--- src/rtl/adder4_seq_ctrl.sv ---
// Sequential multi-nibble adder that time-shares one 4-bit adder, LS nibble first.
// Optional signed-overflow output is enabled by defining ADDER_OVF_EN.

module adder4 (
  input  logic [3:0] A,
  input  logic [3:0] B,
  input  logic       CI,
  output logic [3:0] SUM,
  output logic       CO
);
  assign {CO, SUM} = 5'(A) + 5'(B) + 5'(CI);
endmodule

module adder4_seq_ctrl #(
  parameter int unsigned NIBBLES = 4
) (
  input  logic                   clk,
  input  logic                   rst,
  input  logic                   in_valid,
  output logic                   in_ready,
  input  logic [4*NIBBLES-1:0]   A,
  input  logic [4*NIBBLES-1:0]   B,
  input  logic                   CI,
  output logic                   out_valid,
  input  logic                   out_ready,
  output logic [4*NIBBLES-1:0]   SUM,
  output logic                   CO
`ifdef ADDER_OVF_EN
  ,
  output logic                   OVF
`endif
);

  localparam int unsigned W     = 4 * NIBBLES;
  localparam int unsigned IDX_W = (NIBBLES > 1) ? $clog2(NIBBLES) : 1;

  typedef enum logic [1:0] {
    ST_IDLE,
    ST_ADD,
    ST_DONE
  } state_e;

  state_e           state_q;
  logic [IDX_W-1:0] idx_q;
  logic [W-1:0]     a_q;
  logic [W-1:0]     b_q;
  logic             c_q;
  logic [W-1:0]     work_q;
  logic [W-1:0]     work_d;
  logic             in_ready_q;
  logic             out_valid_q;
  logic [W-1:0]     sum_q;
  logic             co_q;
  logic             last_c;

  logic [3:0]       a_nib_c;
  logic [3:0]       b_nib_c;
  logic [3:0]       add_sum_c;
  logic             add_co_c;

  adder4 u_adder4 (
    .A   (a_nib_c),
    .B   (b_nib_c),
    .CI  (c_q),
    .SUM (add_sum_c),
    .CO  (add_co_c)
  );

  // Select the current operand nibbles and merge the adder result into the work value.
  always_comb begin
    a_nib_c = 4'h0;
    b_nib_c = 4'h0;
    work_d  = work_q;
    for (int unsigned i = 0; i < NIBBLES; i++) begin
      if (idx_q == IDX_W'(i)) begin
        a_nib_c            = a_q[4*i +: 4];
        b_nib_c            = b_q[4*i +: 4];
        work_d[4*i +: 4]   = add_sum_c;
      end
    end
  end

  assign last_c = (idx_q == IDX_W'(NIBBLES - 1));

`ifdef ADDER_OVF_EN
  logic ovf_q;
  assign OVF = ovf_q;
`endif

  always_ff @(posedge clk) begin
    if (rst) begin
      state_q     <= ST_IDLE;
      idx_q       <= '0;
      a_q         <= '0;
      b_q         <= '0;
      c_q         <= 1'b0;
      work_q      <= '0;
      in_ready_q  <= 1'b1;
      out_valid_q <= 1'b0;
      sum_q       <= '0;
      co_q        <= 1'b0;
`ifdef ADDER_OVF_EN
      ovf_q       <= 1'b0;
`endif
    end else begin
      case (state_q)
        ST_IDLE: begin
          if (in_valid && in_ready_q) begin
            a_q        <= A;
            b_q        <= B;
            c_q        <= CI;
            idx_q      <= '0;
            in_ready_q <= 1'b0;
            state_q    <= ST_ADD;
          end
        end
        ST_ADD: begin
          work_q <= work_d;
          c_q    <= add_co_c;
          idx_q  <= idx_q + IDX_W'(1);
          // Result registers update only here, so partial sums never reach SUM.
          if (last_c) begin
            sum_q       <= work_d;
            co_q        <= add_co_c;
`ifdef ADDER_OVF_EN
            ovf_q       <= (a_q[W-1] == b_q[W-1]) && (work_d[W-1] != a_q[W-1]);
`endif
            out_valid_q <= 1'b1;
            state_q     <= ST_DONE;
          end
        end
        ST_DONE: begin
          if (out_ready) begin
            out_valid_q <= 1'b0;
            in_ready_q  <= 1'b1;
            state_q     <= ST_IDLE;
          end
        end
        default: begin
          out_valid_q <= 1'b0;
          in_ready_q  <= 1'b1;
          state_q     <= ST_IDLE;
        end
      endcase
    end
  end

  assign in_ready  = in_ready_q;
  assign out_valid = out_valid_q;
  assign SUM       = sum_q;
  assign CO        = co_q;

endmodule

--- config.mk ---
export PLATFORM = sky130hd
export DESIGN_NAME = adder4_seq_ctrl
export DESIGN_NICKNAME = d
export VERILOG_FILES = /design/src/rtl/adder4_seq_ctrl.sv
export SDC_FILE = /design/constraint.sdc
export NUM_CORES = 1
export LEC_CHECK = 0
export ABC_AREA = 1
export BUFFER_PORTS_ARGS = -buffer_cell sky130_fd_sc_hd__buf_2
export CORE_MARGIN = 1
export CORE_UTILIZATION = 55
export CTS_BUF_LIST = sky130_fd_sc_hd__clkbuf_16
export CTS_CLUSTER_SIZE = 20
export DETAILED_ROUTE_END_ITERATION = 8
export HOLD_SLACK_MARGIN = 0.08
export PLACE_DENSITY = 0.79
export SYNTH_ARGS = -nofsm -noshare
export SYNTH_HDL_FRONTEND = slang
export SYNTH_SLANG_ARGS = --single-unit
--- constraint.sdc ---
create_clock -name clk -period 3.9 [get_ports clk]
set_clock_uncertainty 0.2 [all_clocks]
set_input_delay 0.195 -clock clk [delete_from_list [all_inputs] [get_ports clk]]
set_output_delay 0.195 -clock clk [all_outputs]
set_load 0.005 [all_outputs]
After elaboration in Yosys (flattened, before gate mapping)
Index checks and enable logic that the tools add are counted.
Storage, ports and cells
  input bits: 37
  word-level logic and storage cells: 59
  register bits after elaboration: 72
Operators by class
  equality and inequality tests: 8
  add/subtract/negate cells: 3
  mux-type cells: 26
  reductions and logical operators: 10
  bitwise logic cells: 2
Operators by type and width (number)
  $mux W4: 12
  $reduce_and A3 Y1: 3
  $mux W2: 4
  $eq A2 B2 Y1 const B: 3
  $ne A2 B2 Y1 const B: 3
  $pmux W1 S3: 2
  $pmux W2 S3: 1
  $reduce_and A2 Y1: 3
  $add A4 B4 Y5: 1
  $add A5 B1 Y5: 1
  $mux W1: 5
  $eq A2 B1 Y1 const B: 2
  $logic_not A2 Y1: 2
  $pmux W2 S2: 1
  $add A2 B1 Y2 const B: 1
  $not A1 Y1: 2
  $pmux W1 S2: 1
  $reduce_bool A2 Y1: 1
  $logic_and A1 B1 Y1: 1

Depth between registers and ports, before layout
  depth after elaboration: 8
  gate-level depth with buffers: 20

By module
A second synthesis with hierarchy kept.
Second synthesis, totals
  cell total of the unflattened synthesis: 415
  area, all modules: 3069.2 um^2
By module, submodules not included
  adder4_seq_ctrl: cells an instance 390, area each 2904.0 um^2, seq. area each 1361.3 um^2, times used 1
  adder4: cells an instance 25, area each 165.2 um^2, seq. area each 0.0 um^2, times used 1

Worst setup path after synthesis
No wires, ideal clock.
  path type: reg2reg
  start: register idx_q[0]
  end: register sum_q[5], in the netlist SUM[5]
  stages on the path, launching flop included: 14
  slack: 1.058 ns
  period minus slack after synthesis: 2.842 ns
  arrival: 2.506 ns
  buffers on the path: 2
  data required time: 3.564 ns
  path through: dfxtp_1 -> inv_1 -> ha_1 -> buf_2 -> clkbuf_1 -> o31ai_1 -> o21ai_0 -> fa_1 -> inv_1 -> fa_1 -> inv_1 -> nand2_1 -> o21ai_0 -> a211oi_2
Between the ends
  longest elaborated chain between the ends: 8
RTL lines
  from (decl): line 44  | logic [IDX_W-1:0] idx_q;
  from (signal assigned): line 120  | idx_q <= idx_q + IDX_W'(1);
  $logic_not A2 Y1: line 75  | if (idx_q == IDX_W'(i)) begin
  $mux W4 (4 in series): line 75
  $add A4 B4 Y5: line 11  | assign {CO, SUM} = 5'(A) + 5'(B) + 5'(CI);
  $add A5 B1 Y5: line 11
  $mux W4: line 75
  to (signal assigned): line 123  | sum_q <= work_d;
  to (decl): line 52  | logic [W-1:0] sum_q;
Several ways; a longest one is shown, not always the timed one.
A chain may end at the register's enable or synchronous reset.

Worst setup path in the final report
  start: register idx_q[1]
  end: register c_q
Between the ends
  longest elaborated chain between the ends: 8
RTL lines
  $logic_not A2 Y1: line 75
  $mux W4 (4 in series): line 75
  $add A4 B4 Y5 (*): line 11
  $add A5 B1 Y5 (*): line 11
  $pmux W1 S2 (*): line 106  | case (state_q)
  to (signal assigned): line 119  | c_q <= add_co_c;
  to (decl): line 47  | logic c_q;
Every way passes the cells marked *; elsewhere a longest branch is shown, timed or not.

==> flow_summary_export.csv <==
group,metric,value,unit
logic_synthesis,synth_top_family_by_area,"simple AND/OR/NAND/NOR gates",
layout,fillers,406,
pwr,powerDensity,472,nW/µm²
sta,slew_violations,0,
logic_synthesis,synth_cell_types,24,
logic_synthesis,ys_top_cells_by_count,"nor2_1, dfxtp_1, o21ai_0",
sta,tightest_slew,1.24,ns
logic_synthesis,synthAdderAreaFrac,0.0417,
clock_tree,insertion_delay,0.33,ns
setup_path,crit_start,"idx_q[1]$_SDFFE_PP0P_",
clock_tree,cts_tree,"yes",
route,viasPerCell,5.35,
clock_tree,post_cts_resized,0,
sta,min_period_over_period,0.892,
clock_tree,htree_num_levels,3,
route,ant_nets,0,
place,portBuffers,55,
floorplanning,core_area,5240,µm²
setup_path,reg2reg_depth,17,
setup_path,crit_required,3.92,ns
place,place.gp.congestion,0.849,
setup_path,cp-end-kind,"flop",
layout,area_delta_synth_final,27.6,%
setup_path,start_kind,"flop",
place,pre_cts_slack,0.540,ns
logic_synthesis,netlist_instances,415,
global_route,grt_max_degree,50,
clock_tree,cts_made_buffers,9,
logic_synthesis,ys.flop_type,"dfxtp_1",
sta,final-hold-violation-count,0,
sta,setup_violations,0,
logic_synthesis,synthXorXnorAreaFrac,0,
route,route.vias.total,3032,
sta,timing.setup.tns,0,ns
floorplanning,die-height,76.6,µm
logic_synthesis,synth.net_count,461,
worst_hold_path,hold_class,"in2reg",
sta,fin_hold_ws,0.119,ns
route,drt-initial-drc-count,184,
setup_path,critical_path_arrival,3.50,ns
logic_synthesis,async_flop_share,0,
setup_path,reg2reg_setup_slack,0.42,ns
layout,layout-drive-gt1-share,0.165,
setup_path,cp_max_fo,16,
logic_synthesis,synth.most_common_cell,"nor2_1",
clock_tree,cts_buffer_depth,2,
logic_synthesis,synth.area.mux_share,0,
global_route,grt_use_total,0.282,
global_route,antenna_found_initial,0,
clock_tree,cts_root_buf,"clkbuf_16",
clock_tree,clkTransAtPathRegs,0.05,ns
logic_synthesis,synth-compound-area-share,0.197,
route,firstDrtPassIters,4,
setup_path,worstSetupPathType,"reg2reg",
setup_path,rr_startpoint,"idx_q[1]$_SDFFE_PP0P_",
global_route,grt_overflow,0,
logic_synthesis,synth_area_leader_cell,"dfxtp_1",
pwr,vdd_drop_max,0.000368,V
setup_path,crit_end,"c_q$_SDFFE_PP0P_",
floorplanning,rows,26,
logic_synthesis,yosysTopAreaCellShare,0.445,
floorplanning,start_util,0.585,
job,max-cap-violations,0,
floorplanning,dieArea,5870,µm²
place,dp_cells,517,
clock_tree,clock_sinks,68,
route,wl_met2,3.73,mm
logic_synthesis,synth-simple-area-share,0.230,
logic_synthesis,ys_seq_area_frac,0.445,
logic_synthesis,yosys_warnings,0,
global_route,grt_first_pass_wirelength,12.9,mm
layout,n_antenna_cell,0,
route,wl_met1,3.33,mm
logic_synthesis,synthTopCellsByArea,"dfxtp_1, nor2_1, o21ai_0, nand2_1, a21oi_1",
run_status,status,"complete, no violations",
route,routedWlPerCell,13.5,µm
sta,fin_crit,3.48,ns
pwr,p_leak,1.83,nW
floorplanning,die-width,76.6,µm
route,dr.max_layer_used,"met4",
place,dp_hpwl,4.55,mm
logic_synthesis,synth_area,3060,µm²
route,finalWirelength,7.65,mm
sta,rsz0062_at_grt,"false",
route,drc,0,
sta,fmax,0.287,GHz
global_route,grt_pass1_vias,2911,
sta,setup_ws,0.420,ns
layout,final_cells,567,
layout,nets,538,
floorplanning,ioPinCount,56,
setup_path,r2r_end,"c_q$_SDFFE_PP0P_",
sta,slew_headroom,0.172,
logic_synthesis,ys_ff_latch,68,
logic_synthesis,syn_area_per_cell,7.38,µm²
route,wl_met3,370,µm
logic_synthesis,synth_edf_count,0,
[what timing repair did]
item / in CTS / in global routing
hold buffers: 34 / 0
hold endpoints to repair: 35 / 0
buffers inserted: 0 / 0
[critical path, cell delays in order (launching register included)]
cell	delay, ns
dfxtp_1	0.33
inv_1	0.08
ha_1	0.51
clkinv_1	0.41
nand3_1	0.15
nand2_1	0.06
o21ai_0	0.07
nand2_1	0.07
o21ai_0	0.10
fa_1	0.20
inv_1	0.06
fa_1	0.37
nand2_1	0.14
nand2_1	0.09
a21oi_1	0.24
nor2_1	0.06
o21ai_0	0.16
inv_1	0.05
[per-layer routing]
| layer | GRT usage | vias up |
|---|---|---|
| met5 | 0 | - |
| met4 | 0.144 | 0 |
| met3 | 0.0635 | 19 |
| met2 | 0.477 | 100 |
| met1 | 0.334 | 1405 |
| li1 | - | 1508 |
[kinds of logic (layout without fill, tap and decap cells)]
family / Yosys count / in the layout
buf+inv: 60 / 142
simple gates: 171 / 171
compound gates: 107 / 107
fa+ha+maj: 9 / 9
flops: 68 / 68
[worst min-delay path by stage]
stage	start	endpoint	slack [ns]	cells past startpoint
final	rst	state_q[1]$_SDFFE_PP0P_	0.12	2
after global routing	rst	out_valid$_SDFFE_PP0P_	0.12	2
after CTS	rst	state_q[1]$_SDFFE_PP0P_	0.11	2
after detailed placement	A[13]	a_q[13]$_SDFFE_PP0P_	0.25	3
after global placement	A[13]	a_q[13]$_SDFFE_PP0P_	0.24	3
after floorplan	rst	work_q[3]$_SDFFE_PP0P_	0.14	3
[state kept, by name (all words and copies together) (netlist names)]
register / cells
in_ready: 1
SUM: 16
out_valid: 1
idx_q: 2
state_q: 2
work_q: 12
CO: 1
a_q: 16
b_q: 16
c_q: 1
[cell type report]
class                   instances  area (µm²)  area share
clock inverters                 7        36.3     0.00929
well taps                      70        87.6      0.0224
clock buffers                   9         225      0.0577
repair buffers                 91         631       0.161
multi-input cells             287        1430       0.367
flip-flops and latches         68        1360       0.348
inverters                      35         131      0.0336
[report_power, final]
group | switching, W | total [W] | internal [W]
clock network | 0.000293 | 0.000713 | 0.000420
registers | 0.0000318 | 0.000784 | 0.000752
logic | 0.000215 | 0.000347 | 0.000132
[per-stage QoR]
stage	cell area (µm²)	utilization	total power, W
after global placement	3300	0.631	0.00109
final	3910	0.746	0.00184
after CTS	3910	0.746	0.00184
after global routing	3910	0.746	0.00194
after detailed placement	3300	0.631	0.00111
after floorplan	3060	-	0.00103
[cell usage in the layout, fill, tap and decap left out]
cell and instances:
nor2_1 92, dfxtp_1 68, o21ai_0 60, buf_2 55, nand2_1 52, dlygate4sd3_1 34, inv_1 33, a21oi_1 31
nand3_1 23, clkbuf_16 9, o211ai_1 7, ha_1 7, a211oi_2 6, clkinv_1 3, inv_2 2, fa_1 2
clkinvlp_4 2, clkinv_2 2, buf_4 2, o31ai_1 1, nor2_4 1, nor2_8 1, or2_2 1, nand3_2 1
o21ai_1 1, a211oi_1 1
(Power assumes the default switching activity.)
